$ cat src/rtl/vga_timing_pkg.sv
// Shared VGA timing constants (640x480 @ 60 Hz defaults) and the pixel coordinate type.
// Latency: n/a (constants and types only).
// Backpressure: n/a.
package vga_timing_pkg;

  typedef logic [9:0] coord_t;

  localparam int COORD_LIMIT   = 1024;

  localparam int H_VISIBLE_DEF = 640;
  localparam int H_FP_DEF      = 16;
  localparam int H_SYNC_DEF    = 96;
  localparam int H_BP_DEF      = 48;
  localparam int V_VISIBLE_DEF = 480;
  localparam int V_FP_DEF      = 10;
  localparam int V_SYNC_DEF    = 2;
  localparam int V_BP_DEF      = 33;

  localparam int H_TOTAL  = H_VISIBLE_DEF + H_FP_DEF + H_SYNC_DEF + H_BP_DEF;
  localparam int V_TOTAL  = V_VISIBLE_DEF + V_FP_DEF + V_SYNC_DEF + V_BP_DEF;
  // Sync windows are half-open: [START, END).
  localparam int HS_START = H_VISIBLE_DEF + H_FP_DEF;
  localparam int HS_END   = HS_START + H_SYNC_DEF;
  localparam int VS_START = V_VISIBLE_DEF + V_FP_DEF;
  localparam int VS_END   = VS_START + V_SYNC_DEF;

endpackage

$ cat src/rtl/vga_timing_if.sv
// Bundle of pixel-position, blanking, sync and frame-strobe signals from the timing source.
// Latency: n/a (wires only).
// Backpressure: none; consumers sample every vga_clk.
interface vga_timing_if;
  import vga_timing_pkg::*;

  coord_t      DrawX;
  coord_t      DrawY;
  logic        blank;
  logic        hs;
  logic        vs;
  logic        frame_clk;
  logic [15:0] frame_count;

  modport master (output DrawX, DrawY, blank, hs, vs, frame_clk, frame_count);
  modport slave  (input  DrawX, DrawY, blank, hs, vs, frame_clk, frame_count);
endinterface

$ cat src/rtl/vga_timing_gen_mod_counter.sv
// Modulo-MOD up-counter with a combinational wrap flag on the terminal enabled count.
// Latency: count is registered; wrap is valid in the same cycle as count == MOD-1.
// Backpressure: none; en simply holds the count.
module mod_counter #(
  parameter int MOD   = 800,
  parameter int WIDTH = 10
) (
  input  logic             vga_clk,
  input  logic             reset,
  input  logic             en,
  output logic [WIDTH-1:0] count,
  output logic             wrap
);

  localparam logic [WIDTH-1:0] LAST = WIDTH'(MOD - 1);

  logic [WIDTH-1:0] count_q;
  logic [WIDTH-1:0] count_d;

  // Next count: hold when disabled, return to zero after the last value.
  always_comb begin
    count_d = count_q;
    if (en) begin
      count_d = (count_q == LAST) ? '0 : count_q + 1'b1;
    end
  end

  // Count register, cleared immediately by reset.
  always_ff @(posedge vga_clk or posedge reset) begin
    if (reset) count_q <= '0;
    else       count_q <= count_d;
  end

  assign count = count_q;
  assign wrap  = en && (count_q == LAST);

endmodule

$ cat src/rtl/vga_timing_gen.sv
// VGA pixel timing source: DrawX/DrawY counters, blank, active-low hs/vs, frame strobe and counter.
// Latency: every output registered; decode uses next counter values so all outputs describe the same pixel.
// Backpressure: none; free-running one pixel per vga_clk.
module vga_timing_gen
  import vga_timing_pkg::*;
#(
  parameter int H_VISIBLE = H_VISIBLE_DEF,
  parameter int H_FP      = H_FP_DEF,
  parameter int H_SYNC    = H_SYNC_DEF,
  parameter int H_BP      = H_BP_DEF,
  parameter int V_VISIBLE = V_VISIBLE_DEF,
  parameter int V_FP      = V_FP_DEF,
  parameter int V_SYNC    = V_SYNC_DEF,
  parameter int V_BP      = V_BP_DEF
) (
  input  logic        vga_clk,
  input  logic        reset,
  vga_timing_if.master vga
);

  localparam int HT = H_VISIBLE + H_FP + H_SYNC + H_BP;
  localparam int VT = V_VISIBLE + V_FP + V_SYNC + V_BP;

  localparam coord_t HV_C = coord_t'(H_VISIBLE);
  localparam coord_t VV_C = coord_t'(V_VISIBLE);
  localparam coord_t HS_S = coord_t'(H_VISIBLE + H_FP);
  localparam coord_t HS_E = coord_t'(H_VISIBLE + H_FP + H_SYNC);
  localparam coord_t VS_S = coord_t'(V_VISIBLE + V_FP);
  localparam coord_t VS_E = coord_t'(V_VISIBLE + V_FP + V_SYNC);

  // Reject timings that are empty or that would overflow the 10-bit coordinates.
  if (H_VISIBLE <= 0 || H_FP <= 0 || H_SYNC <= 0 || H_BP <= 0 ||
      V_VISIBLE <= 0 || V_FP <= 0 || V_SYNC <= 0 || V_BP <= 0 ||
      HT > COORD_LIMIT || VT > COORD_LIMIT) begin : g_bad_timing
    $error("vga_timing_gen: illegal timing parameters");
  end

  coord_t      x;
  coord_t      y;
  logic        h_wrap;
  logic        v_wrap;

  coord_t      x_d;
  coord_t      y_d;
  logic        blank_d, hs_d, vs_d, frame_clk_d;
  logic [15:0] frame_count_d;
  logic        blank_q, hs_q, vs_q, frame_clk_q;
  logic [15:0] frame_count_q;

  mod_counter #(.MOD(HT), .WIDTH(10)) u_hcnt (
    .vga_clk (vga_clk),
    .reset   (reset),
    .en      (1'b1),
    .count   (x),
    .wrap    (h_wrap)
  );

  mod_counter #(.MOD(VT), .WIDTH(10)) u_vcnt (
    .vga_clk (vga_clk),
    .reset   (reset),
    .en      (h_wrap),
    .count   (y),
    .wrap    (v_wrap)
  );

  // Decode from the values the counters take on the next edge, so registered flags line up with them.
  always_comb begin
    x_d           = h_wrap ? '0 : x + 1'b1;
    y_d           = v_wrap ? '0 : (h_wrap ? y + 1'b1 : y);
    blank_d       = (x_d < HV_C) && (y_d < VV_C);
    hs_d          = !((x_d >= HS_S) && (x_d < HS_E));
    vs_d          = !((y_d >= VS_S) && (y_d < VS_E));
    frame_clk_d   = (x_d == '0) && (y_d == VV_C);
    frame_count_d = v_wrap ? frame_count_q + 16'd1 : frame_count_q;
  end

  // Output flag registers; reset state describes visible pixel (0,0).
  always_ff @(posedge vga_clk or posedge reset) begin
    if (reset) begin
      blank_q       <= 1'b1;
      hs_q          <= 1'b1;
      vs_q          <= 1'b1;
      frame_clk_q   <= 1'b0;
      frame_count_q <= '0;
    end else begin
      blank_q       <= blank_d;
      hs_q          <= hs_d;
      vs_q          <= vs_d;
      frame_clk_q   <= frame_clk_d;
      frame_count_q <= frame_count_d;
    end
  end

  assign vga.DrawX       = x;
  assign vga.DrawY       = y;
  assign vga.blank       = blank_q;
  assign vga.hs          = hs_q;
  assign vga.vs          = vs_q;
  assign vga.frame_clk   = frame_clk_q;
  assign vga.frame_count = frame_count_q;

endmodule

$ cat src/flat_wrapper.sv
// flat-port wrapper written by rule: the top's interface ports become plain ports
module vga_timing_gen_flat import vga_timing_pkg::*;
#(
  parameter int H_VISIBLE = H_VISIBLE_DEF,
  parameter int H_FP      = H_FP_DEF,
  parameter int H_SYNC    = H_SYNC_DEF,
  parameter int H_BP      = H_BP_DEF,
  parameter int V_VISIBLE = V_VISIBLE_DEF,
  parameter int V_FP      = V_FP_DEF,
  parameter int V_SYNC    = V_SYNC_DEF,
  parameter int V_BP      = V_BP_DEF
)
  (vga_clk, reset, vga_DrawX, vga_DrawY, vga_blank, vga_hs, vga_vs, vga_frame_clk, vga_frame_count);
  vga_timing_if vga_i ();
  input  logic vga_clk;
  input  logic reset;
  output wire logic [$bits(vga_i.DrawX)-1:0] vga_DrawX;
  output wire logic [$bits(vga_i.DrawY)-1:0] vga_DrawY;
  output wire logic [$bits(vga_i.blank)-1:0] vga_blank;
  output wire logic [$bits(vga_i.hs)-1:0] vga_hs;
  output wire logic [$bits(vga_i.vs)-1:0] vga_vs;
  output wire logic [$bits(vga_i.frame_clk)-1:0] vga_frame_clk;
  output wire logic [$bits(vga_i.frame_count)-1:0] vga_frame_count;
  assign vga_DrawX = vga_i.DrawX;
  assign vga_DrawY = vga_i.DrawY;
  assign vga_blank = vga_i.blank;
  assign vga_hs = vga_i.hs;
  assign vga_vs = vga_i.vs;
  assign vga_frame_clk = vga_i.frame_clk;
  assign vga_frame_count = vga_i.frame_count;
  vga_timing_gen #(.H_VISIBLE(H_VISIBLE), .H_FP(H_FP), .H_SYNC(H_SYNC), .H_BP(H_BP), .V_VISIBLE(V_VISIBLE), .V_FP(V_FP), .V_SYNC(V_SYNC), .V_BP(V_BP)) u_core (.vga_clk(vga_clk), .reset(reset), .vga(vga_i));
endmodule
$ cat config.mk
export PLATFORM = sky130hd
export DESIGN_NAME = vga_timing_gen_flat
export DESIGN_NICKNAME = d
export VERILOG_FILES = /design/src/rtl/vga_timing_pkg.sv /design/src/rtl/vga_timing_if.sv /design/src/rtl/vga_timing_gen_mod_counter.sv /design/src/rtl/vga_timing_gen.sv /design/src/flat_wrapper.sv
export SDC_FILE = /design/constraint.sdc
export NUM_CORES = 1
export LEC_CHECK = 0
export BUFFER_PORTS_ARGS = -buffer_cell sky130_fd_sc_hd__buf_4
export CORE_AREA = 2 2 69 71
export DETAILED_ROUTE_END_ITERATION = 6
export DIE_AREA = 0 0 71 73
export GPL_TIMING_DRIVEN = 0
export HOLD_SLACK_MARGIN = 0.02
export MAX_ROUTING_LAYER = met4
export PLACE_DENSITY = 0.78
export SYNTH_ARGS = -nofsm -noshare
export SYNTH_HDL_FRONTEND = slang
export SYNTH_HIERARCHICAL = 1
export SYNTH_SLANG_ARGS = --single-unit
$ cat constraint.sdc
create_clock -name vga_clk -period 3.75 [get_ports vga_clk]
set_clock_uncertainty 0.2 [all_clocks]
set_input_delay 0.1875 -clock vga_clk [delete_from_list [all_inputs] [get_ports vga_clk]]
set_output_delay 0.1875 -clock vga_clk [all_outputs]
set_load 0.01 [all_outputs]
==> flow_summary.ini <==
[global_routing]
globalRouteOverflowTotal = 0
grt_pass1_wl_um = 8540
grt_max_degree = 21
antenna_found_initial = 0
grtUsageTotal_pct = 21.2
grt_pass1_vias = 1808

[sta]
tightest_slew_ns = 0.735
drv_slew = 0
finalCritPeriodShare_pct = 94.2
setup_violations = 0
hold_viol_final = 0
rsz0062_at_grt = no
fin_crit_ns = 3.53
relSlewSlack_pct = 50.9
fin_setup_tns_ns = 0
fmax_ghz = 0.283

[routing]
vias_per_cell = 5.68
via_count = 2004
wl_um = 4990
wl_per_cell_um = 14.1
drcViolationCount = 0
firstDrtPassIters = 4
ant_nets = 0
drt_iter0_markers = 101

[cts]
cts_root_buffer = clkbuf_8
numCtsBuffers = 5
cts_sinks = 40
cts.path.max_buffers = 2
cts_max_level = 2
clkTransAtPathRegs_ns = 0.08
worstSkewPairLatency_ns = 0.29
cts_tree = built

[floorplanning]
die_w_um = 71
core_area_um2 = 4540
start_util_pct = 53.2
dieArea_um2 = 5180
boundaryPins = 42
fp-row-count = 25
die_h_um = 73

[synth]
synthCells = 242
yosys.area_share.simple_pct = 27.3
yosysSeqAreaShare_pct = 41.6
ys_seq_elements = 40
ys.flop_type = dfrtp_1
yosysMostFrequentCell = dfrtp_1
synthAdderAreaFrac_pct = 3.11
yosys-top-cells-count = dfrtp_1, nand2_1, xnor2_1, nor2_1, nand3_1
yosysTopAreaCell = dfrtp_1
syn_area_um2 = 2410
ys_top_cells_by_area = dfrtp_1, xnor2_1, xor2_1, nand2_1, nand3_1
synth_compound_area_share_pct = 9.02
synth_xor_area_share_pct = 12.7
avgSynthCellArea_um2 = 9.98
synth_top_area_share_pct = 38.3
yosys_warnings = 6
yosysUniqueCellTypes = 60
synthMuxAreaShare_pct = 2.54
synth_edf_count = 0
synth_top_family_by_area = simple AND/OR/NAND/NOR gates
synthArstFlopShare_pct = 100

[final_layout]
n_antenna_cell = 0
fin_area_um2 = 2940
layout-drive-gt1-share_pct = 26.1
fin_nets = 306
num-fill-cells = 378
area_growth_pct = 21.9

[worst_setup_path]
cp_max_fo = 14
cp_slowest_stage_delay_ns = 0.55
cpMostUsedCell = nand3_1
required_ns = 3.73
end_kind = flop
cp-start-kind = flop
crit_type = reg2reg
crit_arrival_ns = 3.51
cp_slowest_cell = dfrtp_1
path_cells = nor4b_2 > nand3_2 > nor2_2 > buf_6 > nand3_1 > nor3_4 > buf_4 > nand3_1 > nor4_2 > nand3_1 > xnor2_1

[min_path]
hold_path.class = in2async

[placement]
port_buffers = 41
postPlaceCellArea_um2 = 2820
dp_hpwl_um = 3600
gp_congestion = 0.796

[power_and_ir_drop]
peakVddDrop_mv = 0.288
power.density_nw_per_um2 = 376
leakage_nw = 1.31

[job]
maxCapViolCount = 0

[run_status]
status = finished, final reports clean
==> repair_timing <==
item | 4_1_cts | 5_1_grt
hold endpoints to repair | 37 | 0
gates resized for setup | 3 | 2
setup endpoints to repair | 8 | 8
cloned | 0 | 0
pin swaps | 0 | 0
hold buffers | 1 | 0
setup buffers | 0 | 0
==> worst max-delay path: cells and delay by family (launching register included) <==
kind,cells,cell delay (ns)
flip-flops,1,0.55
buffers and inverters,2,0.41
XOR/XNOR,1,0.15
AND/OR/NAND/NOR,8,2.10
==> where the power goes <==
part           internal, mW  switching (mW)  total (mW)
combinational         0.126           0.129       0.255
sequential            0.460          0.0922       0.553
clock                 0.147           0.151       0.298
==> flip-flops by register name, indices dropped and copies added, names as in the netlist <==
name / flops
u_core/u_hcnt/count: 10
u_core/u_vcnt/count: 10
u_core/vga.blank: 1
u_core/vga.frame_clk: 1
u_core/vga.frame_count: 16
u_core/vga.hs: 1
u_core/vga.vs: 1
==> per-layer routing <==
metal / GRT usage [%] / vias up / routed length (um)
li1: - / 987 / -
met1: 27.0 / 957 / 2280
met2: 33.4 / 56 / 2450
met3: 4.97 / 4 / 208
met4: 7.34 / 0 / 49
met5: - / - / 0
==> stage by stage <==
step	hold WS [ns]	utilization, %	setup slack, ns	std cells	power, mW
final	0.253	64.9	0.219	353	1.11
after global routing	0.287	64.9	0.00645	353	1.17
after CTS	0.254	64.7	0.117	353	1.11
after detailed placement	0.0196	62.1	-0.341	344	0.811
after global placement	0.0146	62.1	-0.271	344	0.801
after floorplan	-0.172	-	0.364	249	0.713
==> area by class of cell <==
class / instances / area (um2) / area share (%)
Timing Repair Buffer: 42 / 318 / 10.8
Multi-Input combinational cell: 192 / 1370 / 46.6
Clock buffer: 6 / 82.6 / 2.80
Tap cell: 54 / 67.6 / 2.29
Clock inverter: 2 / 10.0 / 0.340
Sequential cell: 40 / 1010 / 34.2
Buffer: 7 / 50.0 / 1.70
Inverter: 10 / 37.5 / 1.27
==> cells by family after synthesis <==
kind of cell / Yosys count
and+or+nand+nor: 111
DFF: 40
xor gates and xnor gates: 35
AOI/OAI and AO/OA: 26
buffers and inverters: 17
adders and majority gates: 6
muxes: 6
other: 1
==> path summary, 6_finish.rpt <==
kind	start	to	slack, ns	cells past startpoint
min reg2reg	u_core/vga.frame_count[15]	u_core/vga.frame_count[15]	0.28	1
max	u_core/u_hcnt/count[5]	u_core/vga.frame_count[14]	0.22	11
min in group vga_clk	u_core/vga.frame_count[15]	u_core/vga.frame_count[15]	0.28	1
max in group asynchronous	reset	u_core/vga.frame_count[0]	2.49	3
min	reset	u_core/u_hcnt/count[6]	0.25	3
max reg2reg	u_core/u_hcnt/count[5]	u_core/vga.frame_count[14]	0.22	11
==> placed cells by master (no fill, tap or decap), types with 2 or more instances in the layout <==
master	Yosys	final
nor2b_1	2	2
buf_6	2	2
a211oi_1	4	4
o22ai_1	3	3
conb_1	1	8
dfrtp_1	37	36
a21oi_1	3	3
nand4bb_1	2	2
xor2_1	15	15
nand3_1	17	17
nor4_2	0	2
nor3_1	8	7
xnor2_1	20	20
or3_1	2	2
nor2_1	19	19
buf_4	2	43
nor3_4	1	2
ha_1	6	6
a31oi_1	2	2
clkbuf_1	2	2
nor4_1	5	3
nand2_1	24	24
mux2i_1	5	5
dfstp_2	3	3
and4_1	2	2
clkinv_2	0	2
nand4_1	10	10
and3_1	2	2
inv_1	10	10
clkbuf_8	0	6
No activity file was read; power rests on OpenSTA's default activity.
